### src/rtl/shift_add_multiplier.sv
// Sequential 16x16 unsigned shift-and-add multiplier with start/busy/done handshake.
// Optional build macro EARLY_TERM_EN finishes as soon as no set multiplier bits remain.

module submultiplier #(
    parameter int WIDTH = 16
) (
    input  logic [WIDTH-1:0] a,
    input  logic             bit_sel,
    output logic [WIDTH-1:0] anded
);
    genvar gi;
    generate
        for (gi = 0; gi < WIDTH; gi++) begin : g_and
            assign anded[gi] = a[gi] & bit_sel;
        end
    endgenerate
endmodule

module shift_add_multiplier #(
    parameter int WIDTH = 16
) (
    input  logic               clk,
    input  logic               reset,
    input  logic               start,
    input  logic [WIDTH-1:0]   a,
    input  logic [WIDTH-1:0]   b,
    output logic               ready,
    output logic               busy,
    output logic               done,
    output logic [2*WIDTH-1:0] product
);
    localparam int CW = $clog2(WIDTH);

    typedef enum logic {IDLE, RUN} state_t;

    state_t               state_reg;
    logic [WIDTH-1:0]     mcand_reg;
    logic [WIDTH-1:0]     mplier_reg;
    logic [2*WIDTH-1:0]   acc_reg;
    logic [CW-1:0]        count_reg;
    logic                 ready_reg;
    logic                 busy_reg;
    logic                 done_reg;
    logic [2*WIDTH-1:0]   product_reg;

    logic [WIDTH-1:0]     pp;
    logic [2*WIDTH-1:0]   acc_next;
    logic                 last_iter;

    submultiplier #(.WIDTH(WIDTH)) u_submultiplier (
        .a       (mcand_reg),
        .bit_sel (mplier_reg[0]),
        .anded   (pp)
    );

    // Partial product for bit i lands at weight 2^i; the sum never exceeds 2*WIDTH bits.
    assign acc_next = acc_reg + ({{WIDTH{1'b0}}, pp} << count_reg);

`ifdef EARLY_TERM_EN
    assign last_iter = (mplier_reg[WIDTH-1:1] == '0) || (count_reg == CW'(WIDTH - 1));
`else
    assign last_iter = (count_reg == CW'(WIDTH - 1));
`endif

    always_ff @(posedge clk) begin
        if (reset) begin
            state_reg   <= IDLE;
            mcand_reg   <= '0;
            mplier_reg  <= '0;
            acc_reg     <= '0;
            count_reg   <= '0;
            ready_reg   <= 1'b1;
            busy_reg    <= 1'b0;
            done_reg    <= 1'b0;
            product_reg <= '0;
        end else begin
            done_reg <= 1'b0;
            case (state_reg)
                IDLE: begin
                    if (start && ready_reg) begin
                        mcand_reg  <= a;
                        mplier_reg <= b;
                        acc_reg    <= '0;
                        count_reg  <= '0;
                        busy_reg   <= 1'b1;
                        ready_reg  <= 1'b0;
                        state_reg  <= RUN;
                    end
                end
                RUN: begin
                    acc_reg    <= acc_next;
                    mplier_reg <= mplier_reg >> 1;
                    count_reg  <= count_reg + 1'b1;
                    if (last_iter) begin
                        product_reg <= acc_next;
                        done_reg    <= 1'b1;
                        busy_reg    <= 1'b0;
                        ready_reg   <= 1'b1;
                        state_reg   <= IDLE;
                    end
                end
                default: state_reg <= IDLE;
            endcase
        end
    end

    assign ready   = ready_reg;
    assign busy    = busy_reg;
    assign done    = done_reg;
    assign product = product_reg;
endmodule
### config.mk
export PLATFORM = sky130hd
export DESIGN_NAME = shift_add_multiplier
export DESIGN_NICKNAME = d
export VERILOG_FILES = /design/src/rtl/shift_add_multiplier.sv
export SDC_FILE = /design/constraint.sdc
export NUM_CORES = 1
export LEC_CHECK = 0
export ABC_AREA = 1
export BUFFER_PORTS_ARGS = -buffer_cell sky130_fd_sc_hd__buf_2
export CORE_MARGIN = 10
export CORE_UTILIZATION = 30
export CTS_BUF_LIST = sky130_fd_sc_hd__clkbuf_8
export DETAILED_ROUTE_END_ITERATION = 10
export PLACE_DENSITY = 0.46
export SYNTH_ARGS = -nofsm -noshare
export SYNTH_HDL_FRONTEND = slang
export SYNTH_SLANG_ARGS = --single-unit
export TNS_END_PERCENT = 30
### constraint.sdc
create_clock -name clk -period 7.5 [get_ports clk]
set_input_delay 0.375 -clock clk [delete_from_list [all_inputs] [get_ports clk]]
set_output_delay 0.375 -clock clk [all_outputs]
set_load 0.005 [all_outputs]
== Yosys cells after proc, flatten, opt, wreduce, memory -nomap -nowiden ==
Index checks and enable logic that the tools add are counted.

* Add/subtract/negate cells: 2
* Eq/ne operators: 3
* Shifts and indexed selects: 1
* Muxes and demuxes: 16
* Bitwise operators: 17
* Reduce and logical (&&, ||, !) cells: 5

{| class="wikitable"
|+ Operators by type and width
! kind !! number
|-
| 32-bit one-hot mux with 2 select lines || 1
|-
| 32-bit adder || 1
|-
| 32-bit two-way mux || 1
|-
| 16-bit one-hot mux with 2 select lines || 1
|-
| 16-bit by 4-bit left shift with 32-bit output || 1
|-
| 1-bit AND || 16
|-
| 16-bit two-way mux || 1
|-
| 4-bit one-hot mux with 2 select lines || 1
|-
| 1-bit two-way mux || 7
|-
| 1-bit one-hot mux with 2 select lines || 3
|-
| 2-bit AND reduction || 3
|-
| 4-bit by 1-bit adder with 4-bit output, second input constant || 1
|-
| 4-bit == test, second input constant || 1
|-
| 4-bit two-way mux || 1
|-
| 2-bit by 1-bit inequality test with 1-bit output, second input constant || 1
|-
| 2-bit inequality test, second input constant || 1
|-
| 2-bit OR reduction || 1
|-
| 1-bit logical AND || 1
|-
| 1-bit inverter || 1
|}

* Register bits: 104
* Bits of input ports: 35
* Word-level logic and storage cells: 53

== Depth between registers and ports, before layout ==
Gate-level depths: netlist of the first run.

* Depth in word-level cells: 4
* Mapped depth: 25
* Gate-level depth less buffers: 24

== By module ==
Synthesis of the first run repeated with hierarchy kept, for this count alone.

* Cell total of the unflattened synthesis: 1,130
* Area total of the unflattened synthesis: 6,910.4 um^2

{| class="wikitable"
|+ By module, submodules not included
! module !! instances !! cells an instance !! area an instance (um^2) !! sequential area each (um^2)
|-
| shift_add_multiplier || 1 || 1,096 || 6,746.5 || 2,082.0
|-
| submultiplier || 1 || 34 || 163.9 || 0.0
|}

== Worst setup path before layout of the first run ==
Ideal clock, no wire load.

* Path kind: register to register
* From: reg count_reg[0]
* To: reg acc_reg[23]
* Data arrival time: 2.442 ns
* Slack: 4.990 ns
* Cell stages (with the launch flop): 20
* Clock period less this slack: 2.510 ns
* Path through: dfxtp_1 -> buf_2 -> buf_2 -> o21ai_0 -> o21ai_0 -> nand2_1 -> o21ai_0 -> o21ai_0 -> ha_1 -> nand2_1 -> inv_1 -> nand2_1 -> inv_1 -> a21oi_1 -> nand2_2 -> nand2_1 -> nand2_1 -> nand2_1 -> nand3_2 -> a21oi_2

* Word-level cells in the longest chain between the ends: 3

{| class="wikitable"
|+ Ends and longest elaborated chain
! what !! RTL line !! source
|-
| start, declared || 40 || <nowiki>logic [CW-1:0] count_reg;</nowiki>
|-
| start signal, assigned || 93 || <nowiki>count_reg <= count_reg + 1'b1;</nowiki>
|-
| 16-bit by 4-bit left shift with 32-bit output || 57 || <nowiki>assign acc_next = acc_reg + ({{WIDTH{1'b0}}, pp} << count_reg);</nowiki>
|-
| 32-bit adder || 57 ||
|-
| 32-bit one-hot mux with 2 select lines || 78 || <nowiki>case (state_reg)</nowiki>
|-
| end signal, assigned || 91 || <nowiki>acc_reg <= acc_next;</nowiki>
|-
| end, declared || 39 || <nowiki>logic [2*WIDTH-1:0] acc_reg;</nowiki>
|}

Every way passes these cells.
A chain may end at the register's enable or synchronous reset.

== Worst setup path in the final report of the first run ==
* From: reg count_reg[0]
* To: reg acc_reg[13]

Same word-level chain as after synthesis.

==> impl_metrics.json, run 1 <==
{
  "cp_max_fo": 21,
  "setup_viol": 0,
  "dieWidth_microns": 171,
  "seq_power_share_pct": 53.6,
  "drtPass1Iterations": 5,
  "wl_per_cell_microns": 15.2,
  "grt_pass1_vias": 6541,
  "first_iter_violations": 340,
  "drive_above_1_share_pct": 11.1,
  "ys.warnings.count": 0,
  "ys_seq_area_share_pct": 30.6,
  "clock.fmax_mhz": 264,
  "grtUsageTotal_pct": 15.3,
  "crit_arrival_ns": 4.12,
  "wl_mm": 21.9,
  "antenna_found_initial": 0,
  "leakage_nw": 3.80,
  "p_clk_share_pct": 35.0,
  "final_core_util_pct": 33.8,
  "rsz0062_at_grt": "false",
  "area_delta_synth_final_pct": 11.6,
  "power.switching_w": 0.000346,
  "avgSynthCellArea_sq_um": 6.15,
  "post_cts_buffers": 0,
  "ys_ff_latch": 104,
  "rows": 55,
  "holdCritPathClass": "input port to flop",
  "p_sw_share_pct": 31.8,
  "multi_input_area_sq_um": 4070,
  "crit_required_ns": 7.83,
  "ios": 70,
  "initial_core_util_pct": 30.3,
  "via_count": 6778,
  "fillCellCount": 2543,
  "syn-num-nets": 1176,
  "tightest_slew_ns": 0.823,
  "p_per_area_nw_per_um2": 143,
  "grt_overflow_total": 0,
  "synthTopCellsByCount": "nand2_1, inv_1, dfxtp_1",
  "synthTopCellsByArea": "dfxtp_1, nand2_1, inv_1, ha_1, a21oi_1",
  "ys_types": 38,
  "final_antenna_net_count": 0,
  "finalHoldViolCount": 0,
  "ctsLongestPathBuffers": 2,
  "portBuffers": 69,
  "vdd_drop_max_uv": 117,
  "synth_cells": 1108,
  "cts_resized": 0,
  "netlist_area_sq_um": 6810,
  "maxCapViolations": 0,
  "async_flop_share_pct": 0,
  "synth_top_area_share_pct": 30.6,
  "cp-end-kind": "flop",
  "cts_max_level": 3,
  "drv_slew": 0,
  "cts_tree": "yes",
  "die_area_sq_um": 29100,
  "dp_hpwl_mm": 16.7,
  "cts.sinks": 104,
  "via_per_inst": 4.70,
  "start_kind": "flop",
  "critPathKind": "flop to flop",
  "die_y_microns": 171,
  "fin_setup_tns_ns": 0,
  "numCtsBuffers": 9,
  "regArea_sq_um": 2080,
  "total_power_w": 0.00109,
  "status": "completed",
  "synth_ff_type": "dfxtp_1",
  "clk_pin_slew_ns": 0.13,
  "synth_enable_flop_cells": 0,
  "antenna_cells": 0,
  "fin_crit_ns": 3.79,
  "place.gp.congestion": 0.899,
  "period_share_pct": 50.5,
  "holdWs_ns": 0.196,
  "grt_pass1_wl_mm": 35.4,
  "power.internal_w": 0.000740,
  "clock_latency_ns": 0.41,
  "drc": 0,
  "fin_nets": 1220,
  "max_slew_margin_pct": 45.1,
  "fin_worst_skew_ns": 0.0232,
  "cts_hold_buf": 0,
  "yosysMostFrequentCell": "nand2_1",
  "core_area_sq_um": 22500,
  "pwr-share-comb_pct": 11.5,
  "synth_top_area_cell": "dfxtp_1",
  "clock-root-buffer": "clkbuf_8",
  "grt_max_degree": 70
}
-- worst paths after layout --
| kind | start | end | slack, ns | cells past startpoint |
|---|---|---|---|---|
| hold reg to reg | product[31] | product[31] | 0.45 | 2 |
| hold / removal | b[15] | mplier_reg[15] | 0.20 | 3 |
| setup / recovery | count_reg[0] | acc_reg[13] | 3.71 | 14 |
| setup reg to reg | count_reg[0] | acc_reg[13] | 3.71 | 14 |
-- cell families (layout without fill, tap and decap cells) --
| logic type | after synthesis | count (layout) | synth area share, % |
|---|---|---|---|
| compound gates | 159 | 159 | 12.9 |
| buf+inv | 173 | 222 | 9.88 |
| flops | 104 | 104 | 30.6 |
| mux | 8 | 8 | 1.18 |
| fa+ha+maj | 33 | 33 | 6.17 |
| simple gates | 618 | 618 | 37.5 |
| xor+xnor | 13 | 13 | 1.78 |
-- worst max-delay path: stages, from the launching register on --
cell and delay, ns:
dfxtp_1 0.71, inv_1 0.37, o21ai_0 0.35, o21ai_0 0.15
o21ai_0 0.33, o21ai_0 0.16, ha_1 0.42, nand2_2 0.13
nor2_2 0.24, and2_1 0.17, nand2_1 0.07, nand2_2 0.13
xor2_1 0.27, nand2_1 0.08, a21oi_1 0.14
-- metrics by stage --
stage          cells  worst slack [ns]  area (sq um)
2_1_floorplan   1108              4.99          6810
3_3_place_gp    1426              3.74          7400
3_5_place_dp    1426              3.76          7400
4_1_cts         1442              3.74          7610
5_1_grt         1442              3.23          7610
6_report        1442              3.71          7610
-- power groups by stage --
| stage | sequential, W | combinational [W] | clock, W |
|---|---|---|---|
| after floorplan | 0.000587 | 0.0000863 | 0 |
| after global placement | 0.000594 | 0.000127 | 0 |
| after detailed placement | 0.000594 | 0.000127 | 0 |
| after CTS | 0.000582 | 0.000127 | 0.000388 |
| after global routing | 0.000585 | 0.000142 | 0.000410 |
| final | 0.000582 | 0.000124 | 0.000379 |
-- layout make-up --
cell class	instances	share of cell area, %
flip-flops and latches	104	27.4
clock buffers	9	1.63
inverters	130	6.42
clock inverters	7	1.12
multi-input cells	831	53.5
well taps	285	4.69
repair buffers	76	5.23
-- cells in the final DEF (no fill, tap or decap), drive strengths merged --
cell	n
nand2b	1
o21ai	54
a21o	1
nor4	1
inv	133
nor3	7
o21bai	3
a22o	11
nand4	5
nand3	70
a211oi	2
nand3b	5
o22ai	2
xor2	8
xnor2	5
clkinvlp	1
mux2i	8
nand2	462
dfxtp	104
clkinv	3
and2	1
clkbuf	9
a21oi	71
or2	6
ha	32
nor2	60
a31oi	15
fa	1
buf	76
-- layer usage --
layer	track usage, %	part of all wire (%)
met5	0	0
met2	23.8	43
met4	4.16	1.5
met3	2.40	4.8
met1	21.4	50
No activity file was read; power rests on OpenSTA's default activity.
==> run 2, diff against run 1 <==
Settings changed: ABC_AREA 1 to 0, PLACE_DENSITY 0.46 to 0.47.
Clock period 7.5 ns to 3.7 ns, I/O delays scaled along.
==> run 2 against run 1 <==
Worst setup slack worse by 3.6 ns. Cell count down 17%. Die area down 8.6%. Critical path type unchanged. Sequential share of layout area decreased by 0.96 points. Maximum frequency increased by 5.2%. Largest cell class unchanged. Register-to-register slack lost 3.6 ns. Synthesized area decreased by 9.7%.
==> impl_metrics.json, run 2 <==
{
  "status": "completed",
  "drtPass1Iterations": 4,
  "holdWs_ns": 0.0244,
  "rows": 52,
  "antenna_cells": 0,
  "die_area_sq_um": 26600,
  "synthTopCellsByArea": "dfxtp_1, a21oi_1, nand2_1, ha_1, nor2_1",
  "via_count": 5915,
  "holdCritPathClass": "input port to flop",
  "finalHoldViolCount": 0,
  "grt_pass1_vias": 5788,
  "final_core_util_pct": 39.0,
  "ys_ff_latch": 104,
  "grt_pass1_wl_mm": 29.1,
  "rsz0062_at_grt": "true",
  "ys_types": 52,
  "ctsLongestPathBuffers": 2,
  "ios": 70,
  "clock.fmax_mhz": 278,
  "tightest_slew_ns": 0.989,
  "dieWidth_microns": 163,
  "cp_max_fo": 6,
  "setup_viol": 0,
  "grt_max_degree": 72,
  "synth_top_area_share_pct": 33.8,
  "ys.warnings.count": 0,
  "dp_hpwl_mm": 13.3,
  "async_flop_share_pct": 0,
  "via_per_inst": 4.92,
  "portBuffers": 69,
  "fin_nets": 997,
  "grtUsageTotal_pct": 13.3,
  "synth_cells": 822,
  "clock-root-buffer": "clkbuf_8",
  "ys_seq_area_share_pct": 33.8,
  "maxCapViolations": 0,
  "clk_pin_slew_ns": 0.11,
  "drc": 0,
  "leakage_nw": 3.21,
  "avgSynthCellArea_sq_um": 7.49,
  "yosysMostFrequentCell": "nand2_1",
  "area_delta_synth_final_pct": 28.3,
  "wl_mm": 18.0,
  "crit_required_ns": 3.98,
  "die_y_microns": 163,
  "cp_slowest_cell": "mux4_2",
  "vdd_drop_max_uv": 147,
  "drv_slew": 0,
  "cts.sinks": 104,
  "r2r_slack_ns": 0.1,
  "clock_latency_ns": 0.40,
  "critPathKind": "flop to flop",
  "fin_crit_ns": 3.60,
  "cts_max_level": 3,
  "cts_tree": "yes",
  "synth_top_area_cell": "dfxtp_1",
  "path_cells": "buf_6, mux4_2, nand2_4, nor2_4, a31oi_4, buf_4, a21oi_2, ha_1, nand2_1, or3_4, nor2_4, o211ai_1, o211ai_2, a31oi_4, o31ai_4, nor4b_1, a211o_1",
  "max_slew_margin_pct": 33.8,
  "start_kind": "flop",
  "synthTopCellsByCount": "nand2_1, a21oi_1, dfxtp_1",
  "layout_commonest_cell": "nand2_1",
  "period_share_pct": 97.4,
  "p_per_area_nw_per_um2": 265,
  "netlist_area_sq_um": 6150,
  "syn-num-nets": 890,
  "wl_per_cell_microns": 14.9,
  "core_area_sq_um": 20200,
  "synth_enable_flop_cells": 0,
  "place.gp.congestion": 0.849,
  "fin_worst_skew_ns": 0.0144,
  "initial_core_util_pct": 30.4,
  "cp-end-kind": "flop",
  "first_iter_violations": 248,
  "drive_above_1_share_pct": 27.2,
  "crit_arrival_ns": 3.89,
  "numCtsBuffers": 9,
  "grt_overflow_total": 0,
  "synth_ff_type": "dfxtp_1",
  "final_cell_mix": "nand2_1, a21oi_1, dfxtp_1",
  "critical_path.max_stage_delay_ns": 0.53,
  "final_antenna_net_count": 0,
  "antenna_found_initial": 0
}
-- run 2: changes by cell type after synthesis, moves of 14 or more --
cell      before  now
nand2_1      450  161
inv_1        126    6
a21oi_1       70  128
nor2_1        52   89
nand3_1       63   31
o21ai_0       51   28
clkbuf_1      27   46
xnor2_1        5   19
-- run 2: cell families after synthesis --
kind of cell               after synthesis  share of synthesized area (%)
and+or+nand+nor                        338                           23.5
AOI/OAI and AO/OA                      233                           22.2
DFF                                    104                           33.8
buffers and inverters                   62                           3.80
adders and majority gates               33                           6.83
xor gates and xnor gates                31                           4.41
muxes                                   21                           5.39
-- run 2: area by class of cell --
type	instances	area, sq um
Inverter	7	26.3
Timing Repair Buffer	151	1010
Tap cell	270	338
Clock inverter	6	37.5
Multi-Input combinational cell	656	4270
Fill cell	2158	12300
Clock buffer	9	124
Sequential cell	104	2090
-- run 2: final timing paths --
check | cells after the start | startpoint | endpoint
max | 17 | count_reg[0] | product[28]
min | 3 | a[1] | mcand_reg[1]
max reg2reg | 17 | count_reg[0] | product[28]
min reg2reg | 2 | product[1] | product[1]
-- run 2: metrics by stage --
stage | std cells | instance area [sq um] | TNS, ns | worst slack, ns | total power [W]
2_1_floorplan | 822 | 6160 | 0 | 0.0642 | 0.00136
3_3_place_gp | 1173 | 7150 | -0.767 | -0.224 | 0.00144
3_5_place_dp | 1173 | 7150 | -0.795 | -0.194 | 0.00144
4_1_cts | 1191 | 7370 | 0 | 0.00993 | 0.00211
5_1_grt | 1203 | 7900 | -0.341 | -0.0850 | 0.00220
6_report | 1203 | 7900 | 0 | 0.0972 | 0.00209
-- run 2: power by group --
group | switching (W) | internal, W
Clock | 0.000417 | 0.000239
Combinational | 0.000152 | 0.000106
Sequential | 0.0000282 | 0.00115
-- run 2: repair_timing --
action / in CTS / in global routing
resized for setup: 7 / 88
buffers inserted: 3 / 12
setup endpoints to repair: 14 / 33
hold buffers: 0 / 0
pin swaps: 10 / 32
-- run 2: worst max-delay path: cells and delay by family (launching register included) --
family / cells / cell delay (ns)
fa+ha+maj: 1 / 0.35
compound gates: 7 / 1.15
mux: 1 / 0.53
buf+inv: 2 / 0.27
flops: 1 / 0.39
simple gates: 6 / 0.79
-- run 2: layer usage --
layer  wire length, microns  GRT usage (%)  vias up
met5                      0              0        -
met4                    241           4.51        0
met3                    708           2.49       18
met2                   8110           21.0       96
met1                   8910           17.8     2710
li1                       -              -     3091
